==> config.mk <==
export PLATFORM = sky130hd
export DESIGN_NAME = imem_fetch_ctrl
export DESIGN_NICKNAME = d
export VERILOG_FILES = /design/src/rtl/imem_fetch_ctrl.sv
export SDC_FILE = /design/constraint.sdc
export NUM_CORES = 1
export LEC_CHECK = 0
export CAP_MARGIN = 0
export CORE_ASPECT_RATIO = 0.7
export CORE_UTILIZATION = 44
export CTS_CLUSTER_SIZE = 30
export DETAILED_ROUTE_END_ITERATION = 10
export MAX_ROUTING_LAYER = met4
export PLACE_DENSITY = 0.86
export RECOVER_POWER = 50
export SLEW_MARGIN = 5
export SYNTH_ARGS = -nofsm -noshare
export SYNTH_HDL_FRONTEND = slang
export SYNTH_SLANG_ARGS = --single-unit
==> constraint.sdc <==
create_clock -name clk -period 2.2 [get_ports clk]
set_input_delay 0.33 -clock clk [delete_from_list [all_inputs] [get_ports clk]]
set_output_delay 0.33 -clock clk [all_outputs]
set_load 0.005 [all_outputs]
==> src/rtl/imem_fetch_ctrl.sv <==
// rtl/imem_fetch_ctrl.sv - instruction-fetch controller: PC, stall/redirect, HALT, optional boot loader
// Optional feature macro: BOOT_LOADER_EN (adds the LOAD state and loader handshake).
module imem_fetch_ctrl #(
  parameter logic [31:0] RESET_PC   = 32'h0000_0000,
  parameter int          IMEM_DEPTH = 1024
) (
  input  logic        clk,
  input  logic        rst,
  output logic [31:0] imem_addr,
  input  logic [31:0] imem_rdata,
  output logic        imem_we,
  output logic [31:0] imem_wdata,
  input  logic        stall,
  input  logic        redirect_valid,
  input  logic [31:0] redirect_target,
  output logic        if_valid,
  output logic [31:0] if_instr,
  output logic [31:0] if_pc,
  output logic [31:0] if_pc_plus4,
  output logic        halted,
  output logic [31:0] fetch_count,
  input  logic        load_valid,
  input  logic [31:0] load_data,
  input  logic        load_done,
  output logic        load_ready
);

  typedef enum logic [1:0] {S_LOAD, S_RUN, S_HALT} state_t;

  state_t      state;
  state_t      state_nx;
  logic [31:0] pc;
  logic        fetch_go;
  logic        is_halt_op;

  // A fetch is delivered only in RUN when neither redirect nor stall wins
  assign fetch_go   = (state == S_RUN) && !redirect_valid && !stall;
  assign is_halt_op = (imem_rdata[31:27] == 5'b11111);

`ifdef BOOT_LOADER_EN
  localparam int            AW        = $clog2(IMEM_DEPTH);
  localparam logic [AW:0]   DEPTH_V   = (AW+1)'(IMEM_DEPTH);
  localparam logic [AW:0]   LAST_IDX  = (AW+1)'(IMEM_DEPTH - 1);
  localparam state_t        RESET_ST  = S_LOAD;

  logic [AW:0] load_ptr;
  logic        load_fire;
  logic        load_last;

  assign load_fire = load_valid && load_ready;
  // Accepting the final word leaves LOAD on the same edge, so memory fills without load_done
  assign load_last = load_fire && (load_ptr == LAST_IDX);
`else
  localparam state_t RESET_ST = S_RUN;
  localparam int     unused_depth = IMEM_DEPTH;

  logic unused_load;
  assign unused_load = ^{load_valid, load_done, load_data};
`endif

  // State register
  always_ff @(posedge clk) begin
    if (rst) state <= RESET_ST;
    else     state <= state_nx;
  end

  // Next-state: LOAD exits on load_done or full memory; RUN halts on a delivered HALT word
  always_comb begin
    state_nx = state;
    case (state)
`ifdef BOOT_LOADER_EN
      S_LOAD: if (load_done || load_last || (load_ptr == DEPTH_V)) state_nx = S_RUN;
`else
      S_LOAD: state_nx = S_RUN;
`endif
      S_RUN:  if (fetch_go && is_halt_op) state_nx = S_HALT;
      S_HALT: state_nx = S_HALT;
      default: state_nx = RESET_ST;
    endcase
  end

  // Outputs: memory port is owned by the loader in LOAD and by the PC otherwise
  always_comb begin
    imem_addr  = pc;
    imem_we    = 1'b0;
    imem_wdata = 32'h0;
    load_ready = 1'b0;
    halted     = (state == S_HALT);
`ifdef BOOT_LOADER_EN
    if (state == S_LOAD) begin
      imem_addr  = {{(30-AW){1'b0}}, load_ptr[AW-1:0], 2'b00};
      load_ready = (load_ptr < DEPTH_V);
      imem_we    = load_valid && (load_ptr < DEPTH_V);
      imem_wdata = imem_we ? load_data : 32'h0;
    end
`endif
  end

  // Datapath: PC, fetch registers, delivered-instruction counter and loader pointer
  always_ff @(posedge clk) begin
    if (rst) begin
      pc          <= RESET_PC;
      if_valid    <= 1'b0;
      if_instr    <= 32'h0;
      if_pc       <= 32'h0;
      if_pc_plus4 <= 32'h0;
      fetch_count <= 32'h0;
`ifdef BOOT_LOADER_EN
      load_ptr    <= '0;
`endif
    end else begin
      case (state)
        S_LOAD: begin
`ifdef BOOT_LOADER_EN
          if (load_fire) load_ptr <= load_ptr + 1'b1;
          if (state_nx == S_RUN) pc <= RESET_PC;
`endif
        end
        S_RUN: begin
          if (redirect_valid) begin
            // Redirect flushes the wrong-path word even while decode is stalled
            pc       <= redirect_target & ~32'd3;
            if_valid <= 1'b0;
          end else if (!stall) begin
            if_instr    <= imem_rdata;
            if_pc       <= pc;
            if_pc_plus4 <= pc + 32'd4;
            if_valid    <= 1'b1;
            pc          <= pc + 32'd4;
            fetch_count <= fetch_count + 32'd1;
          end
        end
        S_HALT: begin
          // HALT word stays presented until decode takes it
          if (!stall) if_valid <= 1'b0;
        end
        default: ;
      endcase
    end
  end

endmodule
==> results of run 1 <==
==> flip-flops by register name, indices dropped and copies added, names as in the netlist <==
signal / flops
imem_addr: 30
fetch_count: 32
if_pc_plus4: 30
if_pc: 30
if_valid: 1
state: 2
if_instr: 32
==> power by group through the flow <==
stage / Combinational (mW) / Clock, mW / Sequential (mW)
finish: 2.42 / 3.02 / 3.37
global route: 2.64 / 3.21 / 3.41
CTS: 2.48 / 3.07 / 3.38
detailed placement: 2.47 / 0 / 3.44
global placement: 2.43 / 0 / 3.42
floorplan: 1.16 / 0 / 3.46
==> logic make-up (layout without fill, tap and decap cells) <==
| kind of cell | after synthesis | count (layout) | synth area share (%) |
|---|---|---|---|
| flip-flops | 157 | 157 | 42.98 |
| AND/OR/NAND/NOR | 370 | 370 | 24.11 |
| buffers and inverters | 123 | 318 | 8.589 |
| multiplexers | 14 | 14 | 1.968 |
| AO/OA/AOI/OAI | 205 | 205 | 16.00 |
| adder cells (fa/ha/maj) | 4 | 4 | 0.6844 |
| other | 1 | 40 | 0.05128 |
| XOR/XNOR | 47 | 47 | 5.629 |
==> per-layer routing <==
metal  wire, um  part of all wire (%)  vias to the layer above
met4        369                   1.7                        0
met2      10010                    46                      322
met1       9868                    45                     3398
li1           -                     -                     3541
met5          0                     0                        -
met3       1722                   7.8                       31
==> worst paths after layout <==
kind              slack, ps      startpoint            end
setup / recovery        130   imem_addr[14]  imem_addr[31]
hold / removal          440  imem_rdata[26]   if_instr[26]
setup reg to reg        130   imem_addr[14]  imem_addr[31]
hold reg to reg         450    if_instr[14]   if_instr[14]
==> cell usage in the layout, fill, tap and decap left out, drive strengths merged, types with 2 or more instances in the layout <==
cell           Yosys  layout
a22oi              8       8
a31oi             11      11
or2                3       3
conb               1      40
buf               53      55
clkbuf            63      23
or3               11      11
a22o               2       2
clkdlybuf4s50      0     105
o41ai              2       2
and4               8       8
inv                6      12
nand4             22      22
and3              20      20
nand2            172     172
xnor2             14      14
nor2              65      65
dfxtp            157     157
and2               5       5
o21ai             44      44
nor3              11      11
mux2i             11      11
clkinv             1       2
nor2b              4       4
a211oi            16      16
or4                2       2
a311oi             3       3
dlygate4sd3        0     114
mux2               3       3
o31ai              7       7
nand2b             2       2
nor4               6       6
xor2              33      33
bufinv             0       2
clkinvlp           0       5
nand3             35      35
ha                 4       4
a21oi            105     105
==> stage by stage <==
step	utilization [%]	std cells	TNS, ps	area, um^2
after floorplan	-	960	0	7460
after global placement	60.52	1348	0	9863
after detailed placement	60.52	1348	-17.75	9863
after CTS	64.18	1380	0	10460
after global routing	64.12	1380	0	10450
final	64.12	1380	0	10450
==> worst register-to-register path: stages (launching register included) <==
cell                      delay, ps
sky130_fd_sc_hd__dfxtp_1        410
sky130_fd_sc_hd__nand4_2        170
sky130_fd_sc_hd__or4_4          610
sky130_fd_sc_hd__nor4_4         360
sky130_fd_sc_hd__mux2_2         370
sky130_fd_sc_hd__nor2_1          80
==> area by class of cell <==
class / instances / share of cell area (%)
clock buffer: 18 / 4.203
inverter: 7 / 0.2514
tap: 225 / 2.694
multi-input combinational: 680 / 35.46
clock inverter: 14 / 1.509
sequential: 157 / 30.08
timing repair buffer: 279 / 25.80
==> results.yml, run 1 <==
status:
  outcome: "completed"
logic_synthesis:
  synthDominantCellAreaShare_pct: 42.98
  synthesis.area_um2: 7313
  post_synth_num_cell_types: 56
  syn-instance-count: 921
  synthFlopType: "sky130_fd_sc_hd__dfxtp_1"
  yosys_register_bits: 157
  synth.area.top_cells: "sky130_fd_sc_hd__dfxtp_1 43%, sky130_fd_sc_hd__nand2_1 8.8%, sky130_fd_sc_hd__a21oi_1 7.2%, sky130_fd_sc_hd__buf_4 4.1%, sky130_fd_sc_hd__xor2_1 4.0%"
  most_numerous_cell_types_in_the_synthesized_netlist: "172 x sky130_fd_sc_hd__nand2_1, 157 x sky130_fd_sc_hd__dfxtp_1, 105 x sky130_fd_sc_hd__a21oi_1"
  synth.yosys.seq_area_share_pct: 42.98
  yosysMostFrequentCell: "sky130_fd_sc_hd__nand2_1"
  avgSynthCellArea_um2: 7.941
  yosysTopAreaCell: "sky130_fd_sc_hd__dfxtp_1"
  number_of_enable_flip_flop_cells_after_synthesis: 0
  synthArstFlopShare_pct: 0
  ys.warnings.count: 0
route:
  route.vias.total: 7292
  drt_iter0_markers: 591
  post_drt_wl_per_cell_um: 15.92
  number_of_search_and_repair_iterations_in_the_first_detailed_routing_pass: 6
  detail_route.vias_per_cell: 5.284
  drc_errors: 0
  antenna_violating_nets_post_route: 0
  wirelength_um: 21970
setup_path:
  family_with_the_most_delay_on_the_worst_path: "simple AND/OR/NAND/NOR gates"
  cp_num_buf_inv: 0
  crit_type: "flip-flop to flip-flop"
  timing.critical_path.depth: 5
  crit_required_ps: 2550
  timing.reg2reg.worst_path_depth: 5
  cpMaxStageDelayCell: "sky130_fd_sc_hd__or4_4"
  max_stage_delay_ps: 610
  timing.critical_path.from_type: "flip-flop"
  crit_chain: "nand4_2 > or4_4 > nor4_4 > mux2_2 > nor2_1"
  critical_path.max_fanout: 5
  timing.critical_path.to_type: "flip-flop"
  critPathArrivalTime_ps: 2420
floorplanning:
  starting_density_of_the_core_pct: 44.87
  rows: 39
  die_width_um: 156.1
  pin_count: 298
  core_area_um2: 16300
  chipHeight_um: 109.9
  die_area_um2: 17150
timing:
  worstMarginPinSlew_ps: 724.9
  report.final.setup_viol: 0
  max_slew_margin_pct: 51.62
  final_period_minus_worst_setup_slack_ps: 2066
  finalMaxSlewViolations: 0
  timing.clock.skew_ps: 14.88
  max_freq_mhz: 484.1
  final.setup.worst_slack_ps: 134.4
  hold_viol: 0
  post-route-period-util_pct: 93.89
  rsz0062_at_grt: "false"
  whs_ps: 441.6
global_routing:
  number_of_global_route_vias_before_repair: 6633
  pin_count_of_the_biggest_net_entering_global_routing: 140
  grt.overflow.total: 0
  antenna_found_initial: 0
  track_usage_pct: 26.35
  gr-max-usage-layer: "met2"
  first_pass_grt_wire_length_um: 34160
  use_met3_pct: 5.124
  gr-usage-met2_pct: 39.92
  grtUsageMet1_pct: 34.96
finish:
  nets: 1248
  combined_area_of_the_multi_input_logic_cells_um2: 3706
  num_antenna_cells: 0
  area_growth_pct: 42.89
  fillers: 1362
  drive_above_1_share_pct: 9.264
  final-seq-area_um2: 3143
clocking:
  ctsLongestPathBuffers: 2
  post_cts_resized: 0
  clock_sink_count: 157
  worst_setup_hold_path_clk_slew_ps: 70
  cts_buffers: 17
  clock-root-buffer: "sky130_fd_sc_hd__clkbuf_16"
  tritoncts: "yes"
  h-tree-depth: 4
  clock_insertion_delay_worst_skew_ps: 430
  cts-hold-fix-buffers: 0
  post-cts-setup-buffer-count: 0
hold_path:
  hp-class: "primary input to flip-flop"
  holdPathStages: 3
placement:
  place_congestion: 0.8759
  portBuffers: 221
  detailedPlacementHpwl_um: 15350
  post-place-ws_ps: -17.75
pwr:
  p_leak_nw: 4.161
  share_of_total_power_consumed_by_net_switching_pct: 31.32
  reg_power_share_pct: 38.3
  report.power.total_mw: 8.810
  internal_power_mw: 6.050
  worst_ir_drop_vdd_mv: 0.6618
  switching_power_mw: 2.759
  power_per_cell_area_nw_per_um2: 843.0
  power_frac_comb_pct: 27.4
  clock_power_share_pct: 34.3
run:
  drv.max_cap_violation_count: 0
Note: power is estimated with default switching activity, not from simulation.
==> run 2, diff against run 1 <==
--- a/config.mk
+++ b/config.mk
@@ -5,13 +5,15 @@
 export SDC_FILE = /design/constraint.sdc
 export NUM_CORES = 1
 export LEC_CHECK = 0
+export ABC_CLOCK_PERIOD_IN_PS = 2550
 export CAP_MARGIN = 0
 export CORE_ASPECT_RATIO = 0.7
-export CORE_UTILIZATION = 44
+export CORE_UTILIZATION = 45
+export CTS_CLUSTER_DIAMETER = 80
 export CTS_CLUSTER_SIZE = 30
 export DETAILED_ROUTE_END_ITERATION = 10
 export MAX_ROUTING_LAYER = met4
-export PLACE_DENSITY = 0.86
+export PLACE_DENSITY = 0.87
 export RECOVER_POWER = 50
 export SLEW_MARGIN = 5
 export SYNTH_ARGS = -nofsm -noshare
==> constraint.sdc (replaced) <==
create_clock -name clk -period 2.55 [get_ports clk]
set_input_delay 0.3825 -clock clk [delete_from_list [all_inputs] [get_ports clk]]
set_output_delay 0.3825 -clock clk [all_outputs]
set_load 0.005 [all_outputs]
==> results.yml, run 2 (synthesis results as in run 1) <==
pwr:
  share_of_total_power_consumed_by_net_switching_pct: 30.14
  internal_power_mw: 5.315
  switching_power_mw: 2.293
  report.power.total_mw: 7.608
  worst_ir_drop_vdd_mv: 0.4392
  reg_power_share_pct: 38.9
  clock_power_share_pct: 35.7
  p_leak_nw: 4.101
  power_frac_comb_pct: 25.3
  power_per_cell_area_nw_per_um2: 741.1
timing:
  post-route-period-util_pct: 92.84
  report.final.setup_viol: 0
  hold_viol: 0
  max_slew_margin_pct: 50.49
  final_period_minus_worst_setup_slack_ps: 2367
  fin_setup_tns_ps: 0
  whs_ps: 450.3
  finalMaxSlewViolations: 0
  final.setup.worst_slack_ps: 182.6
  timing.clock.skew_ps: 13.07
  max_freq_mhz: 422.4
  worstMarginPinSlew_ps: 735.9
  rsz0062_at_grt: "false"
clocking:
  post_cts_resized: 0
  clock_insertion_delay_worst_skew_ps: 420
  clock_sink_count: 157
  h-tree-depth: 4
  tritoncts: "yes"
  clock-root-buffer: "sky130_fd_sc_hd__clkbuf_16"
  cts-hold-fix-buffers: 0
  worst_setup_hold_path_clk_slew_ps: 60
  post-cts-setup-buffer-count: 0
  ctsLongestPathBuffers: 2
  cts_buffers: 17
placement:
  detailedPlacementHpwl_um: 15130
  place_congestion: 0.8833
  place.detailed.instances: 1306
  post-place-ws_ps: 263.1
  portBuffers: 221
  postPlaceCellArea_um2: 9667
global_routing:
  gr-max-usage-layer: "met2"
  grtUsageMet1_pct: 34.12
  track_usage_pct: 26.85
  first_pass_grt_wire_length_um: 34470
  pin_count_of_the_biggest_net_entering_global_routing: 140
  gr-usage-met2_pct: 42.31
  antenna_found_initial: 0
  use_met3_pct: 6.518
  grt.overflow.total: 0
  number_of_global_route_vias_before_repair: 6686
route:
  route.vias.total: 7212
  number_of_search_and_repair_iterations_in_the_first_detailed_routing_pass: 7
  drc_errors: 0
  post_drt_wl_per_cell_um: 16.34
  drt_iter0_markers: 567
  detail_route.vias_per_cell: 5.394
  antenna_violating_nets_post_route: 0
  wirelength_um: 21850
setup_path:
  crit_required_ps: 2850
  timing.critical_path.to_type: "flip-flop"
  crit_type: "flip-flop to flip-flop"
  critical_path.max_fanout: 23
  critPathArrivalTime_ps: 2670
  timing.critical_path.from_type: "flip-flop"
floorplanning:
  chipHeight_um: 108.7
  rows: 38
  pin_count: 298
  starting_density_of_the_core_pct: 46.61
  core_area_um2: 15690
  die_width_um: 154.4
  die_area_um2: 16770
finish:
  area_growth_pct: 40.38
  layout_common_cells: "172 x sky130_fd_sc_hd__nand2_1, 157 x sky130_fd_sc_hd__dfxtp_1, 121 x sky130_fd_sc_hd__dlygate4sd3_1, 105 x sky130_fd_sc_hd__a21oi_1, 98 x sky130_fd_sc_hd__clkdlybuf4s50_1"
  instances_no_fill: 1337
  num_antenna_cells: 0
  final_instance_area_um2: 10270
  drive_above_1_share_pct: 7.476
  final_core_util_pct: 65.43
  mostFrequentLayoutCell: "sky130_fd_sc_hd__nand2_1"
  nets: 1231
  layout_top_registers: "fetch_count (32), if_instr (32)"
run:
  drv.max_cap_violation_count: 0
hold_path:
  hp-class: "flip-flop to flip-flop"
status:
  outcome: "completed"
## run 2: changes by cell type in the layout (fill, tap and decap cells not counted), sizes merged
cell	delta
buf	-19
clkbuf	+3
clkinvlp	-2
bufinv	+2
inv	-2
clkdlybuf4s50	-7
dlygate4sd3	+7
## run 2: critical path, cell delays in order, from the launching register on
cell                       delay, ps
sky130_fd_sc_hd__dfxtp_1         320
sky130_fd_sc_hd__inv_1            60
sky130_fd_sc_hd__ha_1            150
sky130_fd_sc_hd__clkbuf_2        450
sky130_fd_sc_hd__a21boi_0        230
sky130_fd_sc_hd__clkbuf_1        540
sky130_fd_sc_hd__o21ai_0         200
sky130_fd_sc_hd__a32o_1          300
## run 2: layer usage
layer,vias to the layer above,wire [um]
met1,3383,9564
met2,313,10140
met4,0,280
met5,-,0
li1,3491,-
met3,25,1867
## run 2: cell type report
class                   instances  area, um^2
fillers                      1315        5424
multi-input cells             680        3695
flip-flops and latches        157        3143
repair buffers                262        2526
clock buffers                  19       442.9
well taps                     200       250.2
clock inverters                12       182.7
inverters                       7       26.28
## run 2: power by group through the flow
stage / combinational [mW] / clock [mW] / sequential (mW)
after detailed placement: 1.99 / 0 / 3.01
after global routing: 2.11 / 2.87 / 3.00
after global placement: 1.95 / 0 / 3.00
final: 1.93 / 2.72 / 2.96
after CTS: 2.00 / 2.76 / 2.96
after floorplan: 0.998 / 0 / 2.99
## run 2: worst paths after layout
path,start,slack (ps),depth (start not counted),endpoint
setup / recovery,state[1],180,7,imem_addr[20]
hold / removal,if_instr[0],450,2,if_instr[0]
setup reg to reg,state[1],180,7,imem_addr[20]
hold reg to reg,if_instr[0],450,2,if_instr[0]
